--- config.mk ---
export PLATFORM = sky130hd
export DESIGN_NAME = stream_fifo
export DESIGN_NICKNAME = d
export VERILOG_FILES = /design/src/rtl/stream_fifo_pkg.sv /design/src/rtl/stream_fifo_mem.sv /design/src/rtl/stream_fifo.sv
export SDC_FILE = /design/constraint.sdc
export NUM_CORES = 1
export LEC_CHECK = 0
export ABC_AREA = 1
export CAP_MARGIN = 10
export CORE_ASPECT_RATIO = 0.7
export CORE_MARGIN = 1.5
export CORE_UTILIZATION = 25
export CTS_CLUSTER_DIAMETER = 40
export DETAILED_ROUTE_END_ITERATION = 8
export PLACE_DENSITY = 0.46
export SYNTH_ARGS = -nofsm -noshare
export SYNTH_HDL_FRONTEND = slang
export SYNTH_HIERARCHICAL = 1
export SYNTH_SLANG_ARGS = --single-unit
export TNS_END_PERCENT = 30
--- constraint.sdc ---
create_clock -name clk -period 5 [get_ports clk]
set_clock_uncertainty 0.2 [all_clocks]
set_input_delay 1.5 -clock clk [delete_from_list [all_inputs] [get_ports clk]]
set_output_delay 1.5 -clock clk [all_outputs]
set_load 0.02 [all_outputs]
--- src/rtl/stream_fifo_pkg.sv ---
// Shared defaults and the pointer wrap helper for stream_fifo.
package stream_fifo_pkg;

    localparam int FIFO_WIDTH_DEF = 8;
    localparam int FIFO_DEPTH_DEF = 16;

    // Wraps by comparison with the last index so non-power-of-two depths work.
    function automatic logic [31:0] next_ptr(input logic [31:0] ptr, input logic [31:0] depth);
        return (ptr == depth - 32'd1) ? 32'd0 : ptr + 32'd1;
    endfunction

endpackage

--- src/rtl/stream_fifo_mem.sv ---
// Register-array storage: synchronous write, combinational read; no reset on contents.
module stream_fifo_mem #(
    parameter int WIDTH  = 8,
    parameter int DEPTH  = 16,
    parameter int ADDR_W = $clog2(DEPTH)
) (
    input  logic              clk,
    input  logic              we_i,
    input  logic [ADDR_W-1:0] waddr_i,
    input  logic [WIDTH-1:0]  wdata_i,
    input  logic [ADDR_W-1:0] raddr_i,
    output logic [WIDTH-1:0]  rdata_o
);

    logic [WIDTH-1:0] mem_q [DEPTH];

    always_ff @(posedge clk) begin
        if (we_i) begin
            mem_q[waddr_i] <= wdata_i;
        end
    end

    assign rdata_o = mem_q[raddr_i];

endmodule

--- src/rtl/stream_fifo.sv ---
// Valid/ready FIFO; a word pushed at edge N is visible after N, poppable from N+1.
// s_ready depends only on registered count, so a full FIFO never passes a word through.
module stream_fifo
    import stream_fifo_pkg::*;
#(
    parameter int          WIDTH    = FIFO_WIDTH_DEF,
    parameter int          DEPTH    = FIFO_DEPTH_DEF,
    parameter int          ADDR_W   = $clog2(DEPTH),
    parameter int          CNT_W    = $clog2(DEPTH + 1),
    parameter int          AF_LEVEL = DEPTH - 2,
    parameter              AE_LEVEL = 'd2,
    parameter logic [WIDTH-1:0] RST_DATA = {WIDTH{1'b0}},
    parameter string       NAME     = "stream_fifo"
) (
    input  logic             clk,
    input  logic             rst_n,
    input  logic             flush,
    input  logic             s_valid,
    output logic             s_ready,
    input  logic [WIDTH-1:0] s_data,
    output logic             m_valid,
    input  logic             m_ready,
    output logic [WIDTH-1:0] m_data,
    output logic [CNT_W-1:0] count,
    output logic             almost_full,
    output logic             almost_empty
);

    logic [ADDR_W-1:0] wr_ptr_q, wr_ptr_d;
    logic [ADDR_W-1:0] rd_ptr_q, rd_ptr_d;
    logic [CNT_W-1:0]  count_q, count_d;
    logic [WIDTH-1:0]  rd_data;
    logic              push;
    logic              pop;

    assign s_ready      = (count_q != CNT_W'(DEPTH));
    assign m_valid      = (count_q != '0);
    assign push         = s_valid & s_ready;
    assign pop          = m_valid & m_ready;
    assign count        = count_q;
    assign almost_full  = (count_q >= CNT_W'(AF_LEVEL));
    assign almost_empty = (count_q <= CNT_W'(AE_LEVEL));
    assign m_data       = m_valid ? rd_data : RST_DATA;

    always_comb begin
        wr_ptr_d = wr_ptr_q;
        rd_ptr_d = rd_ptr_q;
        count_d  = count_q;
        if (flush) begin
            wr_ptr_d = '0;
            rd_ptr_d = '0;
            count_d  = '0;
        end else begin
            if (push) begin
                wr_ptr_d = ADDR_W'(next_ptr(32'(wr_ptr_q), 32'(DEPTH)));
            end
            if (pop) begin
                rd_ptr_d = ADDR_W'(next_ptr(32'(rd_ptr_q), 32'(DEPTH)));
            end
            case ({push, pop})
                2'b10:   count_d = count_q + CNT_W'(1);
                2'b01:   count_d = count_q - CNT_W'(1);
                default: count_d = count_q;
            endcase
        end
    end

    always_ff @(posedge clk or negedge rst_n) begin
        if (!rst_n) begin
            wr_ptr_q <= '0;
            rd_ptr_q <= '0;
            count_q  <= '0;
        end else begin
            wr_ptr_q <= wr_ptr_d;
            rd_ptr_q <= rd_ptr_d;
            count_q  <= count_d;
        end
    end

    // A flushed push must not land in storage.
    stream_fifo_mem #(
        .WIDTH  (WIDTH),
        .DEPTH  (DEPTH),
        .ADDR_W (ADDR_W)
    ) u_mem (
        .clk     (clk),
        .we_i    (push & ~flush),
        .waddr_i (wr_ptr_q),
        .wdata_i (s_data),
        .raddr_i (rd_ptr_q),
        .rdata_o (rd_data)
    );

`ifndef SYNTHESIS
    always @(posedge clk) begin
        if (rst_n) begin
            assert (!(s_valid && s_ready && count_q == CNT_W'(DEPTH)))
                else $error("%s: push while full", NAME);
            assert (!(m_valid && m_ready && count_q == '0))
                else $error("%s: pop while empty", NAME);
            assert (count_q <= CNT_W'(DEPTH))
                else $error("%s: count exceeds depth", NAME);
        end
    end
`endif

endmodule

# Word-level counts from Yosys, hierarchy flattened
# Memory sizes are Yosys's and may differ from the RTL's.
# Cells that the tools add are included.
# word_totals
ff_bits,13
ramBits,128
inputBits,13
output_inout_bits,17
word_cells,34
memories,1
# op_classes
addsub,4
magnitude_cmp,2
eq_ne,5
n_mux,11
bitwise,4
n_reduce_logical,4
# mem_list
name,words,width,rd,rd_ports_with_merged_regs,wr,line_no,text
u_mem.mem_q,16,8,1,0,1,stream_fifo_mem.sv:15,logic [WIDTH-1:0] mem_q [DEPTH];
# ops
operator,n
2-to-1 mux 4 bit,6
one-hot mux 5 bit (2 select lines),1
"adder 4 x 1 -> 4 bit, second input constant",2
"== test 4 bit, second input constant",2
2-to-1 mux 8 bit,1
"adder 5 x 1 -> 5 bit, second input constant",1
">= comparator 5 x 4 -> 1 bit, second input constant",1
"less-or-equal comparator 5 x 2 -> 1 bit, second input constant",1
2-to-1 mux 5 bit,1
"!= test 5 bit, second input constant",1
nonzero test 5 bit,1
"subtractor 5 x 1 -> 5 bit, second input constant",1
nonzero test 2 bit,2
AND 1 bit,3
nonzero test 3 bit,1
"== test 2 x 1 -> 1 bit, second input constant",1
"== test 2 bit, second input constant",1
2-to-1 mux 1 bit,2
inverter 1 bit,1

# Depth between registers and ports, before layout
# Gate-level depths: netlist (run 1).
# depth
depth_word,5
ltp_mapped,16
ltp_nobuf,16

# Cells and area by module
# Netlist (run 1), hierarchy kept.
# modules_own_cells
mod,n_inst,cells_per_inst,area_each_um2,seq_area_each_um2
stream_fifo_mem,1,543,5606.6,3843.7
stream_fifo,1,131,998.5,325.3

# Worst setup path before layout (run 1)
# Ideal clock, no wire load.
# synth_timing
path_kind,input -> register
from,input port s_valid
to,"memory u_mem.mem_q[12][0], enable pin"
setup_time_ns,0.370
t_arrival_ns,2.432
required_ns,4.430
slack_ns,1.998
path_stages,4
path_buffers,0
path_cell_list,nand2_4 -> nor2_1 -> nand3_1 -> nor2_1
# synth_via
elab_chain_len,4
# synth_rtl
element,line_no,text
from (decl),stream_fifo.sv:18,"input logic s_valid,"
AND 1 bit,stream_fifo.sv:38,assign push = s_valid & s_ready;
AND 1 bit,stream_fifo.sv:87,".we_i (push & ~flush),"
2-to-1 mux 1 bit,stream_fifo_mem.sv:18,if (we_i) begin
2-to-1 mux 1 bit (not written as such),stream_fifo_mem.sv:19,mem_q[waddr_i] <= wdata_i;
to (decl),stream_fifo_mem.sv:15,
# No other way between the ends.

# Worst setup path in the final report (run 1)
# layout_timing
from,register rd_ptr_q[0]
to,output port m_data[3]
# layout_via
elab_chain_len,2
# layout_rtl
element,line_no,text
from (decl),stream_fifo.sv:30,"logic [ADDR_W-1:0] rd_ptr_q, rd_ptr_d;"
from (signal assigned),stream_fifo.sv:75,rd_ptr_q <= rd_ptr_d;
memory (16 x 8 bit),n/a,
named net rd_data[3],stream_fifo.sv:32,logic [WIDTH-1:0] rd_data;
2-to-1 mux 8 bit,stream_fifo.sv:43,assign m_data = m_valid ? rd_data : RST_DATA;
to (decl),stream_fifo.sv:23,"output logic [WIDTH-1:0] m_data,"
# The timed path passes the listed nets, and every way through them passes these cells.

==> run summary, run 1 <==
Peak VDD IR -> 238 uV
Worst Path Required -> 3.30 ns
Ports -> 30
CTS tree -> yes
Crit path capture type -> output pin
Internal Pwr Total -> 0.00253 W
WL final -> 17.3 mm
Die X-Extent -> 197 um
Switching Share -> 36.9%
Register area share after synthesis -> 63.1%
Number of global-route vias before repair -> 4216
Commonest non-fill, non-tap cell in the layout -> nand2_1
Pwr Density -> 513 nW/um2
Fin Setup TNS -> 0 ns
Layout Utilization -> 30.3%
Crit share post-route -> 85.4%
Die height -> 139 um
GRT Overall Usage -> 13.2%
Post-synth top area share -> 58.2%
Clock share of power -> 31.7%
CTS resizes -> 0
Via Count -> 4543
Setup crit start kind -> flip-flop
DR DRC count -> 0
P_sw -> 0.00148 W
Hold Crit Class -> flip-flop to flip-flop
Worst Max-Slew Pin Slew -> 0.874 ns
TritonCTS Sinks -> 141
Max_slew headroom -> 41.6%
Bufs on Longest Clock Path -> 2
Mean Syn Cell Area -> 9.80 um2
Post-synth top flop -> edfxtp_1
Initial antenna violation count -> 0
Arr. time, crit path -> 2.57 ns
Largest net degree at the start of global routing -> 37
Flop pwr share -> 34.4%
Num CTS Buffers -> 17
DRT Pass-1 Iters -> 5
Logic pwr share -> 33.9%
Max_cap viols -> 0
Final RePlAce weighted congestion -> 0.801
Hpwl dp -> 11.2 mm
# port buffers -> 29
Commonest non-fill, non-tap cells in the layout -> nand2_1, edfxtp_1, inv_1
Skew-Pair Late Insertion Delay -> 0.42 ns
Seq cells post-synth -> 141
Slew Limit Fails -> 0
Worst Hold Slack -> 0.378 ns
Largest area contributor in the netlist -> edfxtp_1
Root buffer cell -> clkbuf_16
# Post-CTS Setup Buffers -> 0
Crit path kind -> flip-flop to output pin
Vias/cell -> 4.22
First DRT Iteration DRCs -> 352
Post-Syn Area -> 6610 um2
Post-synth EDFFs -> 128
Synth top area cells -> edfxtp_1, nand2_1, nand3_1
CTS clk-pin slew, worst paths -> 0.06 ns
Critical Path Fanout Max -> 32
WL/cell -> 16.1 um
FFs w/ async S/R, synth -> 9.22%
Fin. Hold Viols -> 0
Share of layout cells above drive strength 1 -> 8.90%
# hold bufs at CTS -> 0
Final nets -> 723
Placement Setup Slack -> 1.12 ns
Htree depth -> 4
Tmin final -> 4.27 ns
Antenna-violating nets left -> 0
Rows -> 49
Dpl cell area -> 7240 um2
Starting Density -> 25.6%
Layout area overhead -> 18.4%
Unrepaired setup endpoints after global routing -> false
Core area -> 25800 um2
Max Freq -> 234 MHz
Ant. Diodes -> 0
First-pass GRT wire length -> 26.6 mm
Synthesized Nets -> 691
Syn Inst Count -> 674
Final setup viols -> 0
Outcome -> complete, no violations
Die area -> 27400 um2
Warnings from Yosys -> 6
Worst setup margin -> 0.728 ns
P_leak -> 3.26 nW
Fillers -> 2677
Final Cell Area -> 7820 um2
Global route overflow -> 0
Yosys cell types -> 32
-- per-stage QoR --
stage          power, W  std cells
4_1_cts         0.00407       1076
3_3_place_gp    0.00279       1044
2_1_floorplan   0.00231        674
3_5_place_dp    0.00279       1044
5_1_grt         0.00424       1076
6_report        0.00401       1076
-- synthesized netlist by cell type, types with 2 or more instances --
cell,n
a21oi_1,5
buf_2,13
buf_4,4
buf_6,6
dfrtp_1,13
edfxtp_1,128
ha_1,4
inv_1,125
inv_2,5
nand2_1,205
nand2_2,5
nand2_8,2
nand3_1,105
nand3_2,3
nand3b_1,3
nor2_1,19
nor2_4,4
o21ai_0,7
o21ai_1,2
o22ai_1,3
xor2_1,2
-- logic make-up (layout without fill, tap and decap cells) --
group	Yosys count	in the layout	synth area share, %
AOI/OAI and AO/OA	20	20	1.70
xor gates and xnor gates	3	3	0.398
and+or+nand+nor	351	351	23.9
adders and majority gates	4	4	0.758
buffers and inverters	155	200	10.1
DFF	141	141	63.1
-- metal layers --
| metal | vias up | GRT usage (%) | wire length [um] |
|---|---|---|---|
| met1 | 2192 | 20.3 | 8970 |
| met2 | 103 | 18.3 | 7360 |
| met5 | - | 0 | 0 |
| li1 | 2239 | - | - |
| met3 | 9 | 3.16 | 839 |
| met4 | 0 | 3.13 | 127 |
-- critical path, stage by stage, from the launching register on --
cell and delay (ns):
dfrtp_2 0.42, inv_2 0.06, buf_4 0.33, nand2_1 0.14, nand2_1 0.08, nand2_1 0.06, nand3_1 0.13, nand3_1 0.09
nand2_1 0.08, nand2_1 0.06, inv_1 0.08, clkdlybuf4s50_1 0.61
-- layout make-up --
cell class	count	area, um2	share of cell area [%]
Sequential cell	141	4170	53.3
Tap cell	357	447	5.71
Multi-Input combinational cell	378	1770	22.6
Timing Repair Buffer	37	350	4.48
Inverter	131	499	6.38
Clock buffer	17	425	5.44
Clock inverter	15	160	2.05
-- final timing paths --
check / from / to / slack, ns / depth (start not counted)
max: rd_ptr_q[0]$_DFFE_PN0P_ / m_data[3] / 0.73 / 11
min in group asynchronous: rst_n / rd_ptr_q[3]$_DFFE_PN0P_ / 1.31 / 1
max in group asynchronous: rst_n / rd_ptr_q[0]$_DFFE_PN0P_ / 2.79 / 1
min reg2reg: count[4]$_DFFE_PN0P_ / count[4]$_DFFE_PN0P_ / 0.38 / 2
max reg2reg: count[0]$_DFFE_PN0P_ / u_mem/mem_q[7][6]$_DFFE_PP_ / 2.42 / 7
min: count[4]$_DFFE_PN0P_ / count[4]$_DFFE_PN0P_ / 0.38 / 2
-- power by group through the flow --
| stage | Combinational (W) | Clock (W) | Sequential [W] |
|---|---|---|---|
| 2_1_floorplan | 0.000891 | 0 | 0.00141 |
| 3_3_place_gp | 0.00138 | 0 | 0.00141 |
| 3_5_place_dp | 0.00138 | 0 | 0.00141 |
| 4_1_cts | 0.00139 | 0.00130 | 0.00138 |
| 5_1_grt | 0.00151 | 0.00134 | 0.00139 |
| 6_report | 0.00136 | 0.00127 | 0.00138 |
-- sequential cells by signal (all words and copies together), names as in the netlist --
signal,count
count,5
rd_ptr_q,4
u_mem/mem_q,128
wr_ptr_q,4
No activity file was read; power rests on OpenSTA's default activity.
==> run 2, diff against run 1 <==
--- a/config.mk
+++ b/config.mk
@@ -5,7 +5,7 @@
 export SDC_FILE = /design/constraint.sdc
 export NUM_CORES = 1
 export LEC_CHECK = 0
-export ABC_AREA = 1
+export ABC_AREA = 0
 export CAP_MARGIN = 10
 export CORE_ASPECT_RATIO = 0.7
 export CORE_MARGIN = 1.5
==> run 2 against run 1 <==
Against the previous run: final cell count down 35%; sequential power hardly changed; total power decreased by 11%.
==> run summary, run 2 <==
Outcome -> complete, no violations
Antenna-violating nets left -> 0
Register area share after synthesis -> 71.0%
Post-synth top flop -> edfxtp_1
Arr. time, crit path -> 3.03 ns
Ports -> 30
Unrepaired setup endpoints after global routing -> false
Switching Share -> 28.4%
Max FFs per register -> 128
CTS resizes -> 0
Bufs on Longest Clock Path -> 2
Largest Register -> u_mem/mem_q
Fillers -> 2261
FFs w/ async S/R, synth -> 9.22%
Setup crit start -> rd_ptr_q[0]$_DFFE_PN0P_
Num CTS Buffers -> 17
First-pass GRT wire length -> 19.7 mm
Yosys cell types -> 38
Warnings from Yosys -> 6
Post-synth top area share -> 65.5%
Die area -> 24400 um2
FF-to-FF Start -> count[0]$_DFFE_PN0P_
Vias/cell -> 4.44
Htree depth -> 4
Die height -> 131 um
Syn Inst Count -> 320
Hpwl dp -> 8.35 mm
Mean Syn Cell Area -> 18.3 um2
Synthesized Nets -> 337
Slowest stage delay, CP -> 0.61 ns
Tmin final -> 4.73 ns
Crit path capture type -> output pin
Flop pwr share -> 39.3%
DR DRC count -> 0
Peak VDD IR -> 270 uV
Rows -> 46
Top-count cell post-synth -> edfxtp_1
Critical Path Fanout Max -> 27
Synth top area cells -> edfxtp_1, mux4_2, mux4_1
Ant. Diodes -> 0
FF-to-FF path depth -> 9
Final RePlAce weighted congestion -> 0.745
Commonest non-fill, non-tap cell in the layout -> edfxtp_1
Compound-gate portion of the synthesized area -> 4.50%
First DRT Iteration DRCs -> 181
Total Power -> 0.00358 W
Reg2Reg Setup Slack -> 1.88 ns
Post-Synth Adder-Cell Area -> 0.853%
Logic pwr share -> 25.9%
Max_cap viols -> 0
Post-synth EDFFs -> 128
Register area -> 4170 um2
Slew Limit Fails -> 0
Initial antenna violation count -> 0
Core area -> 22800 um2
# hold bufs at CTS -> 0
Number of global-route vias before repair -> 3136
Setup crit start kind -> flip-flop
Global route overflow -> 0
Fin. Hold Viols -> 0
Commonest non-fill, non-tap cells in the layout -> edfxtp_1, clkdlybuf4s50_1, nand2_1, nor2_1, buf_4
Internal Pwr Total -> 0.00256 W
# Post-CTS Setup Buffers -> 0
Starting Density -> 25.7%
DRT Pass-1 Iters -> 5
Largest area contributor in the netlist -> edfxtp_1
GRT Overall Usage -> 11.4%
Pwr Density -> 497 nW/um2
Layout Utilization -> 31.5%
Placed Cells -> 668
CTS clk-pin slew, worst paths -> 0.06 ns
Synth cell count leaders -> edfxtp_1, nand2_1, nor2_1
Seq cells post-synth -> 141
Skew-Pair Late Insertion Delay -> 0.41 ns
Final nets -> 392
Root buffer cell -> clkbuf_16
Finished Layout Cells -> 700
Via Count -> 3105
Max_slew headroom -> 45.1%
Worst Max-Slew Pin Slew -> 0.822 ns
RR Endpoint -> count[4]$_DFFE_PN0P_
Layout area overhead -> 22.7%
Setup crit end -> m_data[2]
Cell chain of the critical path -> buf_12 -> mux4_1 -> a22oi_1 -> nand2_1 -> and2_1 -> clkdlybuf4s50_1
Clock share of power -> 34.8%
Final setup viols -> 0
Fin Setup TNS -> 0 ns
XOR/XNOR share of the synthesized area -> 1.04%
Max Freq -> 212 MHz
Die X-Extent -> 186 um
TritonCTS Sinks -> 141
P_sw -> 0.00102 W
Hold Crit Class -> flip-flop to flip-flop
Crit share post-route -> 94.5%
Main combinational cell family by area after synthesis -> multiplexers
WL final -> 13.1 mm
WL/cell -> 18.7 um
Multi-input combinational cell area -> 1580 um2
# port buffers -> 29
Crit-path slowest cell -> dfrtp_2
Crit path kind -> flip-flop to output pin
P_leak -> 2.35 nW
Simple-gate portion of the synthesized area -> 6.52%
Worst Path Required -> 3.30 ns
CTS tree -> yes
Largest net degree at the start of global routing -> 37
Post-Syn Area -> 5870 um2
Share of layout cells above drive strength 1 -> 19.3%
Mux cell area share after synthesis -> 14.0%
## run 2: cell types whose count changed in the layout (fill, tap and decap cells not counted), moves of 5 or more
cell / before / now
inv_6: 6 / 1
buf_4: 8 / 21
mux4_2: 0 / 18
nand3_1: 105 / 4
nand2_2: 5 / 0
mux4_1: 0 / 14
and2_1: 0 / 10
nand2_1: 205 / 21
mux2i_1: 0 / 5
inv_1: 125 / 3
a22oi_1: 0 / 16
inv_2: 5 / 0
## run 2: final cells by class
class,count,area share [%]
Sequential cell,141,57.9
Multi-Input combinational cell,161,22.0
Timing Repair Buffer,51,6.50
Clock buffer,19,6.01
Tap cell,312,5.42
Clock inverter,13,2.05
Inverter,3,0.156
## run 2: power by group through the flow
stage	Sequential (W)	Clock, W	Combinational, W
finish	0.00141	0.00125	0.000928
global route	0.00142	0.00132	0.00101
CTS	0.00141	0.00128	0.000946
detailed placement	0.00143	0	0.000943
global placement	0.00143	0	0.000943
floorplan	0.00141	0	0.000625
## run 2: through the flow
stage | hold WS (ns) | area (um2) | setup slack [ns]
final | 0.420 | 7200 | 0.274
after floorplan | 0.356 | 5870 | 1.29
after global placement | 0.401 | 6620 | 0.672
after CTS | 0.422 | 7200 | 0.211
after global routing | 0.472 | 7200 | 0.0986
after detailed placement | 0.410 | 6620 | 0.610
## run 2: worst min path at each step
stage,from,endpoint,slack (ns),depth (start not counted)
after floorplan,wr_ptr_q[3]$_DFFE_PN0P_,wr_ptr_q[3]$_DFFE_PN0P_,0.36,2
after global placement,wr_ptr_q[3]$_DFFE_PN0P_,wr_ptr_q[3]$_DFFE_PN0P_,0.40,2
after detailed placement,wr_ptr_q[3]$_DFFE_PN0P_,wr_ptr_q[3]$_DFFE_PN0P_,0.41,2
after CTS,wr_ptr_q[3]$_DFFE_PN0P_,wr_ptr_q[3]$_DFFE_PN0P_,0.42,2
after global routing,wr_ptr_q[3]$_DFFE_PN0P_,wr_ptr_q[3]$_DFFE_PN0P_,0.47,2
final,wr_ptr_q[3]$_DFFE_PN0P_,wr_ptr_q[3]$_DFFE_PN0P_,0.42,2
## run 2: critical path: cells and delay by family (launching register included)
family,cells,cell delay [ns]
muxes,1,0.59
buffers and inverters,2,0.81
AOI/OAI and AO/OA,1,0.32
DFF,1,0.61
and+or+nand+nor,2,0.25
## run 2: routing by layer
metal | up-vias | track usage, % | part of all wire, % | wire [um]
li1 | 1401 | - | - | -
met1 | 1630 | 16.3 | 49 | 6390
met2 | 62 | 16.9 | 46 | 6050
met3 | 12 | 3.24 | 3.6 | 465
met4 | 0 | 3.00 | 1.1 | 150
met5 | - | 0 | 0 | 0
## run 2: logic make-up (layout without fill, tap and decap cells)
group           Yosys count  count (layout)
flops                   141             141
xor+xnor                  7               7
mux                      37              37
fa+ha+maj                 4               4
compound gates           37              37
buf+inv                  18              86
simple gates             76              76
